[src/rtl/debug_port_gen2_if.sv]
// Host and CPU side signal bundle for debug_port_gen2.
// The slave modport is the debug port; master is whoever drives the host strobes and CPU controls.
interface debug_port_gen2_if #(
    parameter int DATA_W = 16,
    parameter int ADDR_W = 16,
    parameter int NSRC   = 4,
    parameter int SRC_W  = $clog2(NSRC)
);
    logic [7:0]             DEBUG_DIN;
    logic [7:0]             DEBUG_DOUT;
    logic [2:0]             DEBUG_ADDR;
    logic                   DEBUG_RD;
    logic                   DEBUG_WR;
    logic [ADDR_W-1:0]      DEBUG_MEM_ADDR;
    logic [DATA_W-1:0]      DEBUG_MEM_DATA_OUT;
    logic                   DEBUG_ADDR_INCX;
    logic                   DEBUG_ADDR_LDX;
    logic                   DEBUG_DOUT_LDX;
    logic [SRC_W-1:0]       DEBUG_DATAX;
    logic [NSRC*DATA_W-1:0] DEBUG_SRC_DATA;
    logic [2:0]             DEBUG_OPX;
    logic [3:0]             DEBUG_ARGX;
    logic                   DEBUG_REQX;
    logic                   DEBUG_ACKX;

    modport master (
        output DEBUG_DIN, DEBUG_ADDR, DEBUG_RD, DEBUG_WR,
        output DEBUG_ADDR_INCX, DEBUG_ADDR_LDX, DEBUG_DOUT_LDX, DEBUG_DATAX, DEBUG_SRC_DATA, DEBUG_ACKX,
        input  DEBUG_DOUT, DEBUG_MEM_ADDR, DEBUG_MEM_DATA_OUT, DEBUG_OPX, DEBUG_ARGX, DEBUG_REQX
    );

    modport slave (
        input  DEBUG_DIN, DEBUG_ADDR, DEBUG_RD, DEBUG_WR,
        input  DEBUG_ADDR_INCX, DEBUG_ADDR_LDX, DEBUG_DOUT_LDX, DEBUG_DATAX, DEBUG_SRC_DATA, DEBUG_ACKX,
        output DEBUG_DOUT, DEBUG_MEM_ADDR, DEBUG_MEM_DATA_OUT, DEBUG_OPX, DEBUG_ARGX, DEBUG_REQX
    );
endinterface

[src/rtl/debug_port_gen2.sv]
// Byte-wide host debug port: synchronised host strobes, MA/MD lane registers, op request handshake.
// Optional macro DEBUG_STREAM_EN reissues RD_MEM/RD_REG ops when the host finishes reading MD.
module debug_port_gen2 #(
    parameter int DATA_W    = 16,
    parameter int ADDR_W    = 16,
    parameter int NSRC      = 4,
    parameter int ADDR_STEP = 2
) (
    input logic              CLK,
    input logic              RESET,
    debug_port_gen2_if.slave bus
);
    localparam int MA_LANES = ADDR_W / 8;
    localparam int MD_LANES = DATA_W / 8;
    localparam logic [2:0] DEBUG_OPX_NONE   = 3'd0;
    localparam logic [2:0] DEBUG_OPX_RD_MEM = 3'd1;
    localparam logic [2:0] DEBUG_OPX_RD_REG = 3'd3;
`ifdef DEBUG_STREAM_EN
    localparam logic STREAM = 1'b1;
`else
    localparam logic STREAM = 1'b0;
`endif

    typedef enum logic {S_IDLE, S_REQ} state_t;

    state_t            state;
    logic [ADDR_W-1:0] ma;
    logic [DATA_W-1:0] md;
    logic [2:0]        sel;
    logic              overrun;
    logic [ADDR_W-1:0] mem_addr;
    logic [DATA_W-1:0] mem_data;
    logic [2:0]        opx;
    logic [3:0]        argx;

    logic wr_p0, wr_p1, wr_p2, rd_p0, rd_p1, rd_p2;
    logic vld_p0, vld_p1;
    logic wr_arm, rd_arm;
    logic wr_rise_p3, rd_fall_p3;

    logic [7:0]        ma_lane, md_lane, status, dout;
    logic [DATA_W-1:0] src_data;
    logic [2:0]        sel_ma_next, sel_md_next;

    // p0/p1 synchronise, p2 is history for edge detection; vld marks sync contents as real after reset
    always_ff @(posedge CLK) begin
        if (RESET) begin
            wr_p0      <= 1'b0;
            wr_p1      <= 1'b0;
            wr_p2      <= 1'b0;
            rd_p0      <= 1'b0;
            rd_p1      <= 1'b0;
            rd_p2      <= 1'b0;
            vld_p0     <= 1'b0;
            vld_p1     <= 1'b0;
            wr_arm     <= 1'b0;
            rd_arm     <= 1'b0;
            wr_rise_p3 <= 1'b0;
            rd_fall_p3 <= 1'b0;
        end else begin
            wr_p0      <= bus.DEBUG_WR;
            wr_p1      <= wr_p0;
            wr_p2      <= wr_p1;
            rd_p0      <= bus.DEBUG_RD;
            rd_p1      <= rd_p0;
            rd_p2      <= rd_p1;
            vld_p0     <= 1'b1;
            vld_p1     <= vld_p0;
            wr_arm     <= wr_arm | (vld_p1 & ~wr_p1);
            rd_arm     <= rd_arm | (vld_p1 & ~rd_p1);
            // p3: registered edge pulse, acted upon at the next edge
            wr_rise_p3 <= wr_arm & wr_p1 & ~wr_p2;
            rd_fall_p3 <= rd_arm & ~rd_p1 & rd_p2;
        end
    end

    always_comb begin
        ma_lane  = '0;
        md_lane  = '0;
        src_data = '0;
        for (int i = 0; i < MA_LANES; i++)
            if (sel == 3'(i)) ma_lane = ma[i*8 +: 8];
        for (int i = 0; i < MD_LANES; i++)
            if (sel == 3'(i)) md_lane = md[i*8 +: 8];
        for (int k = 0; k < NSRC; k++)
            if (int'(bus.DEBUG_DATAX) == k) src_data = bus.DEBUG_SRC_DATA[k*DATA_W +: DATA_W];
        sel_ma_next = (int'(sel) >= MA_LANES - 1) ? 3'd0 : sel + 3'd1;
        sel_md_next = (int'(sel) >= MD_LANES - 1) ? 3'd0 : sel + 3'd1;
        status = {state == S_REQ, overrun, STREAM, 2'b00, sel};
        dout   = '0;
        if (bus.DEBUG_RD) begin
            case (bus.DEBUG_ADDR)
                3'd0:    dout = status;
                3'd1:    dout = ma_lane;
                3'd2:    dout = md_lane;
                3'd3:    dout = {5'b0, sel};
                default: dout = '0;
            endcase
        end
    end

    // p4: register actions, op handshake FSM and CPU-side counter
    always_ff @(posedge CLK) begin
        if (RESET) begin
            state    <= S_IDLE;
            ma       <= '0;
            md       <= '0;
            sel      <= '0;
            overrun  <= 1'b0;
            mem_addr <= '0;
            mem_data <= '0;
            opx      <= DEBUG_OPX_NONE;
            argx     <= '0;
        end else begin
            if (state == S_REQ && bus.DEBUG_ACKX) state <= S_IDLE;

            if (wr_rise_p3) begin
                case (bus.DEBUG_ADDR)
                    3'd0: begin
                        if (state == S_REQ) begin
                            overrun <= 1'b1;
                        end else begin
                            opx  <= bus.DEBUG_DIN[2:0];
                            argx <= bus.DEBUG_DIN[7:4];
                            if (bus.DEBUG_DIN[2:0] != DEBUG_OPX_NONE) state <= S_REQ;
                        end
                    end
                    3'd1: begin
                        for (int i = 0; i < MA_LANES; i++)
                            if (sel == 3'(i)) ma[i*8 +: 8] <= bus.DEBUG_DIN;
                        sel <= sel_ma_next;
                    end
                    3'd2: begin
                        for (int i = 0; i < MD_LANES; i++)
                            if (sel == 3'(i)) md[i*8 +: 8] <= bus.DEBUG_DIN;
                        sel <= sel_md_next;
                    end
                    3'd3:    sel <= bus.DEBUG_DIN[2:0];
                    default: ;
                endcase
            end

            if (rd_fall_p3) begin
                case (bus.DEBUG_ADDR)
                    3'd0: overrun <= 1'b0;
                    3'd1: sel <= sel_ma_next;
                    3'd2: begin
                        sel <= sel_md_next;
`ifdef DEBUG_STREAM_EN
                        if (sel_md_next == 3'd0 && state == S_IDLE &&
                            (opx == DEBUG_OPX_RD_MEM || opx == DEBUG_OPX_RD_REG))
                            state <= S_REQ;
`endif
                    end
                    default: ;
                endcase
            end

            // CPU capture overrides a host MD lane write on the same edge
            if (bus.DEBUG_DOUT_LDX) md <= src_data;

            if (bus.DEBUG_ADDR_LDX) begin
                mem_addr <= ma;
                mem_data <= md;
            end else if (bus.DEBUG_ADDR_INCX) begin
                mem_addr <= mem_addr + ADDR_W'(ADDR_STEP);
            end
        end
    end

    assign bus.DEBUG_DOUT         = dout;
    assign bus.DEBUG_MEM_ADDR     = mem_addr;
    assign bus.DEBUG_MEM_DATA_OUT = mem_data;
    assign bus.DEBUG_OPX          = opx;
    assign bus.DEBUG_ARGX         = argx;
    assign bus.DEBUG_REQX         = (state == S_REQ);
endmodule
[src/flat_wrapper.sv]
// flat-port wrapper written by rule: the top's interface ports become plain ports
module debug_port_gen2_flat 
#(
    parameter int DATA_W    = 16,
    parameter int ADDR_W    = 16,
    parameter int NSRC      = 4,
    parameter int ADDR_STEP = 2
)
  (CLK, RESET, bus_DEBUG_DIN, bus_DEBUG_ADDR, bus_DEBUG_RD, bus_DEBUG_WR, bus_DEBUG_ADDR_INCX, bus_DEBUG_ADDR_LDX, bus_DEBUG_DOUT_LDX, bus_DEBUG_DATAX, bus_DEBUG_SRC_DATA, bus_DEBUG_ACKX, bus_DEBUG_DOUT, bus_DEBUG_MEM_ADDR, bus_DEBUG_MEM_DATA_OUT, bus_DEBUG_OPX, bus_DEBUG_ARGX, bus_DEBUG_REQX);
  debug_port_gen2_if #(.DATA_W(DATA_W), .ADDR_W(ADDR_W), .NSRC(NSRC)) bus_i ();
  input logic CLK;
  input logic RESET;
  input wire logic [$bits(bus_i.DEBUG_DIN)-1:0] bus_DEBUG_DIN;
  input wire logic [$bits(bus_i.DEBUG_ADDR)-1:0] bus_DEBUG_ADDR;
  input wire logic [$bits(bus_i.DEBUG_RD)-1:0] bus_DEBUG_RD;
  input wire logic [$bits(bus_i.DEBUG_WR)-1:0] bus_DEBUG_WR;
  input wire logic [$bits(bus_i.DEBUG_ADDR_INCX)-1:0] bus_DEBUG_ADDR_INCX;
  input wire logic [$bits(bus_i.DEBUG_ADDR_LDX)-1:0] bus_DEBUG_ADDR_LDX;
  input wire logic [$bits(bus_i.DEBUG_DOUT_LDX)-1:0] bus_DEBUG_DOUT_LDX;
  input wire logic [$bits(bus_i.DEBUG_DATAX)-1:0] bus_DEBUG_DATAX;
  input wire logic [$bits(bus_i.DEBUG_SRC_DATA)-1:0] bus_DEBUG_SRC_DATA;
  input wire logic [$bits(bus_i.DEBUG_ACKX)-1:0] bus_DEBUG_ACKX;
  output wire logic [$bits(bus_i.DEBUG_DOUT)-1:0] bus_DEBUG_DOUT;
  output wire logic [$bits(bus_i.DEBUG_MEM_ADDR)-1:0] bus_DEBUG_MEM_ADDR;
  output wire logic [$bits(bus_i.DEBUG_MEM_DATA_OUT)-1:0] bus_DEBUG_MEM_DATA_OUT;
  output wire logic [$bits(bus_i.DEBUG_OPX)-1:0] bus_DEBUG_OPX;
  output wire logic [$bits(bus_i.DEBUG_ARGX)-1:0] bus_DEBUG_ARGX;
  output wire logic [$bits(bus_i.DEBUG_REQX)-1:0] bus_DEBUG_REQX;
  assign bus_i.DEBUG_DIN = bus_DEBUG_DIN;
  assign bus_i.DEBUG_ADDR = bus_DEBUG_ADDR;
  assign bus_i.DEBUG_RD = bus_DEBUG_RD;
  assign bus_i.DEBUG_WR = bus_DEBUG_WR;
  assign bus_i.DEBUG_ADDR_INCX = bus_DEBUG_ADDR_INCX;
  assign bus_i.DEBUG_ADDR_LDX = bus_DEBUG_ADDR_LDX;
  assign bus_i.DEBUG_DOUT_LDX = bus_DEBUG_DOUT_LDX;
  assign bus_i.DEBUG_DATAX = bus_DEBUG_DATAX;
  assign bus_i.DEBUG_SRC_DATA = bus_DEBUG_SRC_DATA;
  assign bus_i.DEBUG_ACKX = bus_DEBUG_ACKX;
  assign bus_DEBUG_DOUT = bus_i.DEBUG_DOUT;
  assign bus_DEBUG_MEM_ADDR = bus_i.DEBUG_MEM_ADDR;
  assign bus_DEBUG_MEM_DATA_OUT = bus_i.DEBUG_MEM_DATA_OUT;
  assign bus_DEBUG_OPX = bus_i.DEBUG_OPX;
  assign bus_DEBUG_ARGX = bus_i.DEBUG_ARGX;
  assign bus_DEBUG_REQX = bus_i.DEBUG_REQX;
  debug_port_gen2 #(.DATA_W(DATA_W), .ADDR_W(ADDR_W), .NSRC(NSRC), .ADDR_STEP(ADDR_STEP)) u_core (.CLK(CLK), .RESET(RESET), .bus(bus_i));
endmodule
[config.mk]
export PLATFORM = sky130hd
export DESIGN_NAME = debug_port_gen2_flat
export DESIGN_NICKNAME = d
export VERILOG_FILES = /design/src/rtl/debug_port_gen2_if.sv /design/src/rtl/debug_port_gen2.sv /design/src/flat_wrapper.sv
export SDC_FILE = /design/constraint.sdc
export NUM_CORES = 1
export LEC_CHECK = 0
export ABC_AREA = 1
export ABC_CLOCK_PERIOD_IN_PS = 3000
export CAP_MARGIN = 20
export CORE_MARGIN = 2
export CORE_UTILIZATION = 25
export DETAILED_ROUTE_END_ITERATION = 7
export SYNTH_ARGS = -nofsm -noshare
export SYNTH_HDL_FRONTEND = slang
export SYNTH_SLANG_ARGS = --single-unit
export TNS_END_PERCENT = 10
[constraint.sdc]
create_clock -name CLK -period 3 [get_ports CLK]
set_clock_uncertainty 0.2 [all_clocks]
set_input_delay 0.3 -clock CLK [delete_from_list [all_inputs] [get_ports CLK]]
set_output_delay 0.3 -clock CLK [all_outputs]
set_load 0.01 [all_outputs]
==> flow_metrics.py <==
metrics = {
    "outcome": {
        "outcome": "finished, final reports clean",
    },
    "yosys": {
        "synth_top_family_by_area": "simple AND/OR/NAND/NOR gates",
        "synth.most_common_cell": "nand2_1",
        "synth_ff_type": "dfxtp_1",
        "synth_cell_types": 32,
        "async_flop_share": 0,
        "synth_area_per_cell_um2": 6.65,
        "synth_compound_area_frac": 0.192,
        "synthMuxAreaShare": 0,
        "netlist_instances": 678,
        "syn_area_mm2": 0.00451,
        "synth.yosys.seq_area_share": 0.391,
        "ys_ff_latch": 88,
        "synth_top_area_cell": "dfxtp_1",
        "synthesis.nets": 767,
        "synth-adder-area-share": 0.0111,
        "synth_top_area_share": 0.391,
        "synth_edf_count": 0,
        "synth-simple-area-share": 0.318,
        "synth_area_leaders": "dfxtp_1 (39%), nand2_1 (14%), o21ai_0 (7.6%), a21oi_1 (7.3%), nor2_1 (7.2%)",
        "synthXorXnorAreaFrac": 0.00389,
        "synth_top_cells_by_count": "nand2_1 (172), dfxtp_1 (88), nor2_1 (87)",
        "ys_warn_count": 0,
    },
    "floorplanning": {
        "io_pins": 133,
        "chipHeight_um": 138,
        "die_w_um": 138,
        "core_mm2": 0.0178,
        "initial_utilization": 0.253,
        "rows": 49,
        "dieArea_mm2": 0.0191,
    },
    "clock_network": {
        "path_clk_slew_ns": 0.07,
        "clk_latency_ns": 0.35,
        "cts_buffers": 9,
        "cts_root_buf": "clkbuf_16",
        "ctsHoldBuffers": 0,
        "clockBufferDepth": 2,
        "cts_tree": "yes",
        "clkSinkCount": 88,
        "htree_levels": 3,
    },
    "grt": {
        "grt_pass1_vias": 4615,
        "grt_pass1_wl_mm": 24.8,
        "overflow": 0,
        "antenna_found_initial": 0,
        "grt.total_usage": 0.161,
        "grt_max_degree": 41,
    },
    "power": {
        "powerDensity_mw_per_mm2": 457,
        "peakVddDrop_mv": 0.255,
        "cellLeakagePower_nw": 2.55,
        "power_mw": 2.93,
    },
    "critical_path": {
        "worstPathArrival_ns": 2.34,
        "cp_max_fo": 14,
        "r2r-end": "u_core.md[12]",
        "worstRegToRegCells": 10,
        "endpoint_kind": "output port",
        "rr_startpoint": "u_core.sel[1]",
        "ff2ff_setup_slack_ns": 0.92,
        "path_class": "register to output port",
        "critPathLaunchType": "register",
        "required_ns": 2.50,
    },
    "cells_and_area": {
        "syn2layout_area_growth_pct": 42.4,
        "diodes": 0,
        "design_area_mm2": 0.00642,
        "nets": 891,
        "fill_cells": 1915,
        "layout-drive-gt1-share": 0.0633,
        "final_util": 0.360,
    },
    "timing": {
        "timing.final.crit_period_ns": 2.84,
        "rsz0062_at_grt": "no",
        "slew_headroom": 0.546,
        "finalHoldViolations": 0,
        "worstMarginPinSlew_ns": 0.681,
        "finalSetupTns_ns": 0,
        "max_freq_ghz": 0.352,
        "min_period_over_period": 0.948,
        "finalSetupViolations": 0,
        "slew_violations": 0,
    },
    "drt": {
        "postRouteAntennaNets": 0,
        "vias": 4800,
        "first_iter_violations": 205,
        "routedWlPerCell_um": 14.7,
        "vias_per_cell": 4.64,
        "routed_wl_mm": 15.3,
        "drc_errors": 0,
        "drt_pass1_iterations": 5,
    },
    "placed_design": {
        "place_congestion": 0.858,
        "numPortBuffers": 132,
        "placed_area_mm2": 0.00600,
        "dpl.hpwl_mm": 11.3,
    },
    "min_path": {
        "worstHoldEndpoint": "u_core.wr_rise_p3",
        "hold_path_depth": 1,
        "hold_path_class": "register to register",
        "min_from": "u_core.wr_p2",
    },
    "run": {
        "drv_cap": 0,
    },
}
[cell usage in the layout, fill, tap and decap left out, types with 4 or more instances in the layout]
master / netlist / layout
nand2_1: 172 / 172
clkdlybuf4s50_1: 0 / 132
nor2_1: 87 / 87
dfxtp_1: 88 / 87
o21ai_0: 68 / 67
a21oi_1: 66 / 66
inv_1: 52 / 52
nand3_1: 38 / 38
nand4_1: 20 / 20
clkbuf_16: 0 / 9
inv_2: 9 / 8
buf_4: 5 / 8
nor2_4: 6 / 6
o21ai_1: 5 / 6
a22oi_1: 6 / 6
nand2_2: 4 / 4
o21a_1: 4 / 4
ha_1: 4 / 4
[worst max-delay path, stage by stage, from the launching register on]
cell and delay, ns:
dfxtp_1 0.33, inv_1 0.12, ha_1 0.22, clkinv_4 0.08, nor2_4 0.14, buf_12 0.15, nand2_1 0.06, a21oi_1 0.16
o21a_1 0.20, clkdlybuf4s50_1 0.54
[through the flow]
stage,std cells,hold slack (ns),setup WS [ns]
after floorplan,678,0.173,1.11
after global placement,1015,0.184,0.366
after detailed placement,1015,0.189,0.335
after CTS,1032,0.202,0.0286
after global routing,1035,0.213,0.0259
final,1035,0.195,0.157
[metal layers]
metal | vias to the layer above | track usage | share of wire
met1 | 2197 | 0.215 | 0.47
li1 | 2478 | - | -
met4 | 0 | 0.0451 | 0.011
met3 | 13 | 0.0322 | 0.041
met2 | 112 | 0.264 | 0.48
met5 | - | 0 | 0
[where the power goes]
| part | total, mW | internal (mW) | leakage [nW] | switching (mW) |
|---|---|---|---|---|
| clock | 1.31 | 0.834 | 0.169 | 0.472 |
| combinational | 0.380 | 0.190 | 1.66 | 0.190 |
| sequential | 1.24 | 1.21 | 0.720 | 0.0325 |
[cell families (layout without fill, tap and decap cells)]
| logic type | Yosys count | after routing |
|---|---|---|
| flops | 88 | 88 |
| simple gates | 334 | 334 |
| xor+xnor | 2 | 2 |
| buf+inv | 90 | 218 |
| fa+ha+maj | 4 | 4 |
| compound gates | 160 | 160 |
[area by class of cell]
class	instances	area [um2]	share of cell area
timing repair buffer	142	1420	0.222
clock buffer	10	239	0.0372
inverter	61	234	0.0365
clock inverter	5	104	0.0162
multi-input combinational	500	2370	0.369
sequential	88	1760	0.275
tap	229	287	0.0447
[timing repair]
action                                  4_1_cts  5_1_grt
gates resized for setup                       1        3
setup buffers                                 2        3
pin swaps                                     1        1
endpoints found under the setup margin        1        8
[registers in the layout (all words and copies together), names as in the netlist, 3 cells and up]
| signal | cells |
|---|---|
| u_core.bus.DEBUG_MEM_ADDR | 16 |
| u_core.bus.DEBUG_ARGX | 4 |
| u_core.sel | 3 |
| u_core.ma | 16 |
| u_core.bus.DEBUG_MEM_DATA_OUT | 16 |
| u_core.bus.DEBUG_OPX | 3 |
| u_core.md | 16 |
[worst max-delay path by stage]
stage	startpoint	to	slack [ns]	depth (start not counted)
floorplan	u_core.sel[1]	bus_DEBUG_DOUT[0]	1.11	8
detailed placement	bus_DEBUG_ADDR[1]	bus_DEBUG_DOUT[0]	0.33	6
CTS	u_core.sel[1]	bus_DEBUG_DOUT[0]	0.03	12
global placement	bus_DEBUG_ADDR[1]	bus_DEBUG_DOUT[0]	0.37	6
finish	u_core.sel[1]	bus_DEBUG_DOUT[4]	0.16	9
global route	u_core.sel[1]	bus_DEBUG_DOUT[2]	0.03	10
Note: power is estimated with default switching activity, not from simulation.
